--- src/rtl/cp0_exc_ctrl_if.sv ---
// rtl/cp0_exc_ctrl_if.sv - pipeline <-> CP0 exception controller signal bundle
interface cp0_exc_ctrl_if;
    logic        cpr_we;
    logic [4:0]  cpr_waddr;
    logic [31:0] cpr_wdata;
    logic [4:0]  cpr_raddr;
    logic [31:0] cpr_rdata;
    logic        exc_req;
    logic [4:0]  exc_code;
    logic [31:0] epc_in;
    logic        eret_req;
    logic [5:0]  int_req;
    logic        busy;
    logic        flush;
    logic        redirect;
    logic [31:0] redirect_pc;

    // Pipeline side: issues mtc0/mfc0 and exception/eret requests
    modport master (
        output cpr_we, cpr_waddr, cpr_wdata, cpr_raddr,
        output exc_req, exc_code, epc_in, eret_req, int_req,
        input  cpr_rdata, busy, flush, redirect, redirect_pc
    );

    // CP0 side: owns Status/Cause/EPC and the exception sequencer
    modport slave (
        input  cpr_we, cpr_waddr, cpr_wdata, cpr_raddr,
        input  exc_req, exc_code, epc_in, eret_req, int_req,
        output cpr_rdata, busy, flush, redirect, redirect_pc
    );
endinterface

--- src/rtl/cp0_exc_ctrl.sv ---
// rtl/cp0_exc_ctrl.sv - CP0 Status/Cause/EPC with exception/interrupt/eret sequencer
module cp0_exc_ctrl #(
    parameter logic [31:0] EXC_VECTOR = 32'h00000180
) (
    input  logic               clk,
    input  logic               rst_n,
    cp0_exc_ctrl_if.slave      bus
);
    localparam logic [4:0] REG_STATUS = 5'd12;
    localparam logic [4:0] REG_CAUSE  = 5'd13;
    localparam logic [4:0] REG_EPC    = 5'd14;

    typedef enum logic [1:0] {S_IDLE, S_FLUSH, S_SAVE, S_REDIRECT} state_t;
    typedef enum logic [1:0] {K_EXC, K_INT, K_ERET} kind_t;

    state_t      state_q, state_d;
    kind_t       kind_q, kind_d;
    logic [4:0]  lcode_q, lcode_d;
    logic [31:0] lpc_q, lpc_d;
    logic        ie_q, ie_d;
    logic        exl_q, exl_d;
    logic [5:0]  im_q, im_d;
    logic [4:0]  exccode_q, exccode_d;
    logic [5:0]  ip_q, ip_d;
    logic [31:0] epc_q, epc_d;
    logic        busy_q, busy_d;
    logic        flush_q, flush_d;
    logic        redirect_q, redirect_d;
    logic [31:0] redirect_pc_q, redirect_pc_d;

    logic        int_pending;
    logic        start;
    logic        wr_ok;
    logic [31:0] status_val;
    logic [31:0] cause_val;

    assign int_pending = (|(ip_q & im_q)) && ie_q && !exl_q;
    assign start       = bus.exc_req || int_pending || bus.eret_req;
    // mtc0 only lands in an idle cycle that is not also starting a sequence
    assign wr_ok       = bus.cpr_we && (state_q == S_IDLE) && !start;

    assign status_val  = {16'h0, im_q, 8'h0, exl_q, ie_q};
    assign cause_val   = {16'h0, ip_q, 3'b0, exccode_q, 2'b0};

    // mfc0 read path with same-cycle bypass of an accepted mtc0
    always_comb begin
        bus.cpr_rdata = 32'h0;
        case (bus.cpr_raddr)
            REG_STATUS: begin
                if (wr_ok && bus.cpr_waddr == REG_STATUS)
                    bus.cpr_rdata = {16'h0, bus.cpr_wdata[15:10], 8'h0, bus.cpr_wdata[1:0]};
                else
                    bus.cpr_rdata = status_val;
            end
            REG_CAUSE: bus.cpr_rdata = cause_val;
            REG_EPC: begin
                if (wr_ok && bus.cpr_waddr == REG_EPC)
                    bus.cpr_rdata = bus.cpr_wdata;
                else
                    bus.cpr_rdata = epc_q;
            end
            default: bus.cpr_rdata = 32'h0;
        endcase
    end

    // Next-state, register updates and registered sequencer outputs
    always_comb begin
        state_d       = state_q;
        kind_d        = kind_q;
        lcode_d       = lcode_q;
        lpc_d         = lpc_q;
        ie_d          = ie_q;
        exl_d         = exl_q;
        im_d          = im_q;
        exccode_d     = exccode_q;
        epc_d         = epc_q;
        ip_d          = bus.int_req;

        case (state_q)
            S_IDLE: begin
                if (bus.exc_req) begin
                    kind_d  = K_EXC;
                    lcode_d = bus.exc_code;
                    lpc_d   = bus.epc_in;
                    state_d = S_FLUSH;
                end else if (int_pending) begin
                    kind_d  = K_INT;
                    lcode_d = 5'd0;
                    lpc_d   = bus.epc_in;
                    state_d = S_FLUSH;
                end else if (bus.eret_req) begin
                    kind_d  = K_ERET;
                    lcode_d = 5'd0;
                    lpc_d   = bus.epc_in;
                    state_d = S_FLUSH;
                end else if (wr_ok) begin
                    if (bus.cpr_waddr == REG_STATUS) begin
                        ie_d  = bus.cpr_wdata[0];
                        exl_d = bus.cpr_wdata[1];
                        im_d  = bus.cpr_wdata[15:10];
                    end else if (bus.cpr_waddr == REG_EPC) begin
                        epc_d = bus.cpr_wdata;
                    end
                end
            end
            S_FLUSH: state_d = S_SAVE;
            S_SAVE: begin
                if (kind_q == K_ERET) begin
                    exl_d = 1'b0;
                end else begin
                    epc_d     = lpc_q;
                    exccode_d = lcode_q;
                    exl_d     = 1'b1;
                end
                state_d = S_REDIRECT;
            end
            default: state_d = S_IDLE;
        endcase

        busy_d        = (state_d != S_IDLE);
        flush_d       = (state_d == S_FLUSH);
        redirect_d    = (state_d == S_REDIRECT);
        redirect_pc_d = 32'h0;
        if (state_d == S_REDIRECT)
            redirect_pc_d = (kind_q == K_ERET) ? epc_q : EXC_VECTOR;
    end

    // State and register storage; reset abandons any sequence in flight
    always_ff @(posedge clk or negedge rst_n) begin
        if (!rst_n) begin
            state_q       <= S_IDLE;
            kind_q        <= K_EXC;
            lcode_q       <= 5'd0;
            lpc_q         <= 32'h0;
            ie_q          <= 1'b0;
            exl_q         <= 1'b0;
            im_q          <= 6'd0;
            exccode_q     <= 5'd0;
            ip_q          <= 6'd0;
            epc_q         <= 32'h0;
            busy_q        <= 1'b0;
            flush_q       <= 1'b0;
            redirect_q    <= 1'b0;
            redirect_pc_q <= 32'h0;
        end else begin
            state_q       <= state_d;
            kind_q        <= kind_d;
            lcode_q       <= lcode_d;
            lpc_q         <= lpc_d;
            ie_q          <= ie_d;
            exl_q         <= exl_d;
            im_q          <= im_d;
            exccode_q     <= exccode_d;
            ip_q          <= ip_d;
            epc_q         <= epc_d;
            busy_q        <= busy_d;
            flush_q       <= flush_d;
            redirect_q    <= redirect_d;
            redirect_pc_q <= redirect_pc_d;
        end
    end

    assign bus.busy        = busy_q;
    assign bus.flush       = flush_q;
    assign bus.redirect    = redirect_q;
    assign bus.redirect_pc = redirect_pc_q;
endmodule

--- src/flat_wrapper.sv ---
// flat-port wrapper written by rule: the top's interface ports become plain ports
module cp0_exc_ctrl_flat 
#(
    parameter logic [31:0] EXC_VECTOR = 32'h00000180
)
  (clk, rst_n, bus_cpr_we, bus_cpr_waddr, bus_cpr_wdata, bus_cpr_raddr, bus_exc_req, bus_exc_code, bus_epc_in, bus_eret_req, bus_int_req, bus_cpr_rdata, bus_busy, bus_flush, bus_redirect, bus_redirect_pc);
  cp0_exc_ctrl_if bus_i ();
  input  logic clk;
  input  logic rst_n;
  input wire logic [$bits(bus_i.cpr_we)-1:0] bus_cpr_we;
  input wire logic [$bits(bus_i.cpr_waddr)-1:0] bus_cpr_waddr;
  input wire logic [$bits(bus_i.cpr_wdata)-1:0] bus_cpr_wdata;
  input wire logic [$bits(bus_i.cpr_raddr)-1:0] bus_cpr_raddr;
  input wire logic [$bits(bus_i.exc_req)-1:0] bus_exc_req;
  input wire logic [$bits(bus_i.exc_code)-1:0] bus_exc_code;
  input wire logic [$bits(bus_i.epc_in)-1:0] bus_epc_in;
  input wire logic [$bits(bus_i.eret_req)-1:0] bus_eret_req;
  input wire logic [$bits(bus_i.int_req)-1:0] bus_int_req;
  output wire logic [$bits(bus_i.cpr_rdata)-1:0] bus_cpr_rdata;
  output wire logic [$bits(bus_i.busy)-1:0] bus_busy;
  output wire logic [$bits(bus_i.flush)-1:0] bus_flush;
  output wire logic [$bits(bus_i.redirect)-1:0] bus_redirect;
  output wire logic [$bits(bus_i.redirect_pc)-1:0] bus_redirect_pc;
  assign bus_i.cpr_we = bus_cpr_we;
  assign bus_i.cpr_waddr = bus_cpr_waddr;
  assign bus_i.cpr_wdata = bus_cpr_wdata;
  assign bus_i.cpr_raddr = bus_cpr_raddr;
  assign bus_i.exc_req = bus_exc_req;
  assign bus_i.exc_code = bus_exc_code;
  assign bus_i.epc_in = bus_epc_in;
  assign bus_i.eret_req = bus_eret_req;
  assign bus_i.int_req = bus_int_req;
  assign bus_cpr_rdata = bus_i.cpr_rdata;
  assign bus_busy = bus_i.busy;
  assign bus_flush = bus_i.flush;
  assign bus_redirect = bus_i.redirect;
  assign bus_redirect_pc = bus_i.redirect_pc;
  cp0_exc_ctrl #(.EXC_VECTOR(EXC_VECTOR)) u_core (.clk(clk), .rst_n(rst_n), .bus(bus_i));
endmodule
--- config.mk ---
export PLATFORM = sky130hd
export DESIGN_NAME = cp0_exc_ctrl_flat
export DESIGN_NICKNAME = d
export VERILOG_FILES = /design/src/rtl/cp0_exc_ctrl_if.sv /design/src/rtl/cp0_exc_ctrl.sv /design/src/flat_wrapper.sv
export SDC_FILE = /design/constraint.sdc
export NUM_CORES = 1
export LEC_CHECK = 0
export ABC_AREA = 1
export CAP_MARGIN = 10
export CORE_MARGIN = 2
export CORE_UTILIZATION = 48
export DETAILED_ROUTE_END_ITERATION = 8
export GPL_TIMING_DRIVEN = 1
export PLACE_DENSITY = 0.79
export RECOVER_POWER = 100
export SYNTH_ARGS = -nofsm -noshare
export SYNTH_HDL_FRONTEND = slang
export SYNTH_SLANG_ARGS = --single-unit
--- constraint.sdc ---
create_clock -name clk -period 2.29 [get_ports clk]
set_input_delay 0.3435 -clock clk [delete_from_list [all_inputs] [get_ports clk]]
set_output_delay 0.3435 -clock clk [all_outputs]
set_load 0.02 [all_outputs]
== Word-level counts from Yosys, hierarchy flattened ==
Cells that the tools add are included.
Cells by class
  equal/unequal tests: 18
  mux-type cells: 33
  bitwise operators: 5
  reductions and logical operators: 20
Operators with widths (count)
  $mux W32: 13
  $pmux W32 S3: 1
  $pmux W32 S2: 1
  $eq A5 B4 Y1 const B: 5
  $mux W16: 1
  $mux W5: 3
  $ne A2 B2 Y1 const B: 7
  $mux W2: 6
  $reduce_and A6 Y1: 2
  $reduce_and A8 Y1: 1
  $and A6 B6 Y6: 1
  $eq A2 B2 Y1 const B: 3
  $logic_and A1 B1 Y1: 6
  $mux W1: 6
  $pmux W2 S3: 1
  $reduce_or A6 Y1: 1
  $eq A2 B1 Y1 const B: 2
  $not A1 Y1: 4
  $reduce_and A2 Y1: 2
  $reduce_bool A2 Y1: 2
  $reduce_bool A3 Y1: 1
  $logic_not A1 Y1: 2
  $logic_not A2 Y1: 1
  $logic_or A1 B1 Y1: 2
  other kinds (2): 2
Storage, ports and cells
  bits in registers: 127
  bits of input ports: 90
  logic and storage cells: 90

== Logic depth before layout (Yosys ltp) ==
Gate-level depths: netlist of run 1.
  depth after elaboration: 13
  depth in mapped cells: 11

== Worst setup path before layout of run 1 ==
Ideal clock, no wire load.
  path kind: register to output
  start: register u_core.state_q[0]
  end: output port bus_cpr_rdata[17]
  arrival: 1723 ps
  data required time: 1947 ps
  slack: 223 ps
  stages on the path, launching flop included: 9
  path through: dfrtp_1 > inv_1 > ha_1 > nand2_1 > inv_2 > nand4_4 > buf_6 > buf_6 > a21oi_1
Between the ends
  longest elaborated chain between the ends: 6
Ends and longest elaborated chain
  start: declaration: RTL line cp0_exc_ctrl.sv:16  | state_t state_q, state_d;
  start signal: assignment: RTL line cp0_exc_ctrl.sv:146  | state_q <= state_d;
  $logic_not A2 Y1: RTL line cp0_exc_ctrl.sv:40  | assign wr_ok = bus.cpr_we && (state_q == S_IDLE) && !start;
  $logic_and A1 B1 Y1 (2 in series): RTL line cp0_exc_ctrl.sv:40
  $logic_and A1 B1 Y1: RTL line cp0_exc_ctrl.sv:57  | if (wr_ok && bus.cpr_waddr == REG_EPC)
  $mux W32: RTL line cp0_exc_ctrl.sv:57
  $pmux W32 S3: RTL line cp0_exc_ctrl.sv:48  | case (bus.cpr_raddr)
  end: declaration: RTL line flat_wrapper.sv:19  | output wire logic [$bits(bus_i.cpr_rdata)-1:0] bus_cpr_rdata;
No other way between the ends.

== Worst setup path after layout of run 1 ==
  start: register u_core.ip_q[4]
  end: output port bus_cpr_rdata[1]
Between the ends
  longest elaborated chain between the ends: 11
  elaborated cells between the ends (all ways): 13
Ends and longest elaborated chain
  start: declaration: RTL line cp0_exc_ctrl.sv:24  | logic [5:0] ip_q, ip_d;
  start signal: assignment: RTL line cp0_exc_ctrl.sv:154  | ip_q <= ip_d;
  $and A6 B6 Y6 (*): RTL line cp0_exc_ctrl.sv:37  | assign int_pending = (|(ip_q & im_q)) && ie_q && !exl_q;
  $reduce_or A6 Y1 (*): RTL line cp0_exc_ctrl.sv:37
  $logic_and A1 B1 Y1 (*) (2 in series): RTL line cp0_exc_ctrl.sv:37
  $logic_or A1 B1 Y1 (*) (2 in series): RTL line cp0_exc_ctrl.sv:38  | assign start = bus.exc_req || int_pending || bus.eret_req;
  $logic_not A1 Y1 (*): RTL line cp0_exc_ctrl.sv:40
  $logic_and A1 B1 Y1 (*): RTL line cp0_exc_ctrl.sv:40
  $logic_and A1 B1 Y1 (on tied branches): RTL line cp0_exc_ctrl.sv:57, cp0_exc_ctrl.sv:50
  $mux W32 / $mux W16 (equally long branches): RTL line cp0_exc_ctrl.sv:57, cp0_exc_ctrl.sv:50
  $pmux W32 S3 (*): RTL line cp0_exc_ctrl.sv:48
Every way passes the cells marked *; elsewhere a longest branch is shown, timed or not.

==> results of run 1 <==
## synth_stat cells, types with 2 or more instances
cell      instances
ha_1              2
o21ai_0          64
dfrtp_1         127
nor2_1           34
buf_4             3
buf_2            16
inv_2             2
o211ai_1          7
inv_1            63
buf_6            12
nor2_2            4
nor2_4            3
nand2_2           5
o21ai_1           8
nand2_1         273
nand4_1          12
clkbuf_1         15
and2_1            6
a21oi_1          21
nand3_1          58
## power breakdown
group / leakage (nW) / total (mW) / internal [mW] / switching, mW
clock: 0.297 / 2.72 / 1.77 / 0.948
combinational: 2.76 / 4.24 / 1.63 / 2.60
sequential: 1.60 / 3.32 / 2.99 / 0.338
## how the worst max path moves through the flow
stage	from	endpoint	slack, ns	cells past startpoint
floorplan	u_core.state_q[0]	bus_cpr_rdata[17]	0.22	8
global placement	bus_cpr_waddr[3]	bus_cpr_rdata[13]	-0.43	9
detailed placement	bus_cpr_waddr[3]	bus_cpr_rdata[14]	-0.50	9
CTS	u_core.im_q[4]	bus_cpr_rdata[1]	-0.13	11
global route	u_core.ip_q[5]	bus_cpr_rdata[3]	-0.21	11
finish	u_core.ip_q[4]	bus_cpr_rdata[1]	-0.17	12
## state kept, by name, summed over array words and instances, names as in the netlist
register                flops
u_core.epc_q               32
u_core.bus.busy             1
u_core.ie_q                 1
u_core.bus.redirect_pc     32
u_core.im_q                 6
u_core.lcode_q              5
u_core.bus.redirect         1
u_core.exccode_q            5
u_core.bus.flush            1
u_core.kind_q               2
u_core.lpc_q               32
u_core.state_q              2
u_core.exl_q                1
u_core.ip_q                 6
## stage by stage
step	power, mW	setup TNS [ns]	hold WS (ns)
2_1_floorplan	5.71	0	0.0479
3_3_place_gp	6.81	-28.83	0.364
3_5_place_dp	6.93	-28.57	0.365
4_1_cts	9.84	-1.70	0.356
5_1_grt	10.9	-6.84	0.473
6_report	10.3	-1.99	0.462
## cells by family after synthesis
family / count (synthesis) / synth area share, %
AOI/OAI and AO/OA: 106 / 9.49
and+or+nand+nor: 404 / 29.0
DFF: 127 / 52.3
adders and majority gates: 2 / 0.412
buffers and inverters: 111 / 8.85
## layer usage
metal | global-route usage [%] | share of wire [%] | vias up | routed length [µm]
li1 | - | - | 2811 | -
met1 | 35.2 | 41 | 2853 | 7780
met2 | 45.7 | 49 | 285 | 9340
met3 | 5.66 | 7.5 | 54 | 1430
met4 | 11.1 | 3.1 | 0 | 598
met5 | 0 | 0 | - | 0
## cells in the final DEF, fill, tap and decap left out, types with 7 or more instances in the layout
cell type,count
buf_12,7
a21oi_1,12
nand4_1,12
o21ai_1,12
clkdlybuf4s50_1,86
a21oi_2,9
buf_4,65
nand2_2,8
o211ai_1,7
dfrtp_1,127
nor2_1,34
nand2_1,269
nand3_1,52
clkbuf_16,18
dlygate4sd3_1,38
inv_1,61
buf_6,23
nand3_2,7
o21ai_2,7
o21ai_0,48
## tightest hold or removal path, stage by stage
cell and delay, ns:
clkdlybuf4s50_1 0.40, nand2_1 0.06, nand2_1 0.04
## what timing repair did
| action | CTS | global route |
|---|---|---|
| endpoints found under the setup margin | 65 | 65 |
| buffers inserted | 5 | 21 |
| gates resized for setup | 213 | 40 |
| pin swaps | 3 | 13 |
| hold endpoints to repair | 59 | 0 |
| hold buffers | 1 | 0 |
| gates cloned | 5 | 3 |
## area by class of cell
| cell class | instances | share of cell area (%) |
|---|---|---|
| multi-input cells | 516 | 28.5 |
| well taps | 172 | 2.36 |
| clock inverters | 5 | 0.822 |
| inverters | 65 | 2.67 |
| clock buffers | 27 | 5.72 |
| repair buffers | 236 | 25.2 |
| flip-flops and latches | 127 | 34.8 |
==> metrics, run 1 <==
critical path data required time 1.95 ns; reg2reg start u_core.ip_q[4]; synth warn 0; CP cell instances nand2_1, nand2_2, nor2_4, nand2_2, nand2_4, buf_4, nand4_1, buf_6, o21ai_1, nand2_1, nand2_1, buf_6; Layout area overhead 50.3%; WL/cell 16.7 µm; actual slew at the worst max-slew pin 1.61 ns; Leak 4.66 nW; RR Endpoint u_core.exl_q; async set-reset flop share out of synthesis 100%; initial antenna violation count 0; Longest Clk Path Bufs 2; share of cells above drive strength 1 20.5%; H-tree Lvls 4; cell mode on critical path nand2_1; VDD IR max 937 µV; Mapped Cells 750; first-pass GRT wire length 28.0 mm; sequential fraction of the synthesis area 52.3%; initial core utilization 48.8%; Register Area 3180 µm²; Placed Cells incl. Taps 1081; ranking of synthesized cells by area dfrtp_1 (52%), nand2_1 (17%), o21ai_0 (5.3%); Hold Path Class primary input to flip-flop; post-route cell area 9140 µm²; failing checks capacitance limit, slew limit, setup timing; core box area 12500 µm²; final setup margin -0.169 ns; drt drc 0; # IOs 157; r2r setup slk 0.07 ns; Post-synth top flop dfrtp_1; outcome finished with violations; CP arrival 2.12 ns; multi-input logic area 2600 µm²; Die Span X 117 µm; root buffer cell clkbuf_16; leading area contributor after synthesis dfrtp_1; Period minus WS final 2.46 ns; DR iter-0 viols 506; first-pass iteration count of the detailed router 5; CTS tree yes; clk_skew 0.00651 ns; critical path class flip-flop to primary output; Crit Path Max Fanout 11; IO buf count 156; Worst slew margin -7.26%; row count 41; diode count 0; full die area 13600 µm²; final period utilization 107%; Register-to-Register Path Depth 16; Synth Register Bits 127; RSZ-0062 raised after global routing true; Antenna Nets Post-Route 0; Post-synth EDFFs 0; CP top delay family simple AND/OR/NAND/NOR gates; PD cells 1120 nW/µm²; TritonCTS buffer count 17; hpwl dp 11.8 mm; clock sink count 127; slowest cell on the critical path dfrtp_1; worst path bufs/invs 3; Worst setup SP type flip-flop; Final Hold Viols 0; Setup-failing EPs final 30; worst-skew pair later-pin latency 0.42 ns; Final Util 73.3%; fin nets 1055; vias in the first global route 5634; CP endpoint kind primary output; total nets after synthesis 842; CP max stage delay 0.38 ns; WHS Endpoint u_core.lpc_q[17]; Synth top area share 52.3%; GRT Util Overall 27.4%; Post-Syn Area 6080 µm²; Mean Syn Cell Area 8.10 µm²; clk slew on worst S/H paths 0.05 ns; Die Ht 117 µm; drt total wl 19.1 mm; vias post-DR 6003; placed cell area 7970 µm²; Min-Delay Path Depth 3; pre-CTS WS -0.500 ns; Cell variety after synth 35; largest net degree at the start of global routing 64; Final Max Slew Viols 64; routability cong. 0.847; hold path start bus_epc_in[17]; Max Cap Viol 1; fin cells 1148; fill count 921; vias per cell 5.23; GRT overflow 0; fmax 407 MHz
Power figures use the tool's default switching activity.
==> run 2: changes to the inputs <==
--- a/config.mk
+++ b/config.mk
@@ -6,7 +6,7 @@
 export NUM_CORES = 1
 export LEC_CHECK = 0
 export ABC_AREA = 1
-export CAP_MARGIN = 10
+export CAP_MARGIN = 40
 export CORE_MARGIN = 2
 export CORE_UTILIZATION = 48
 export DETAILED_ROUTE_END_ITERATION = 8
==> results of run 2 <==
The final DEF is identical to that of run 1; final timing and power are the same.
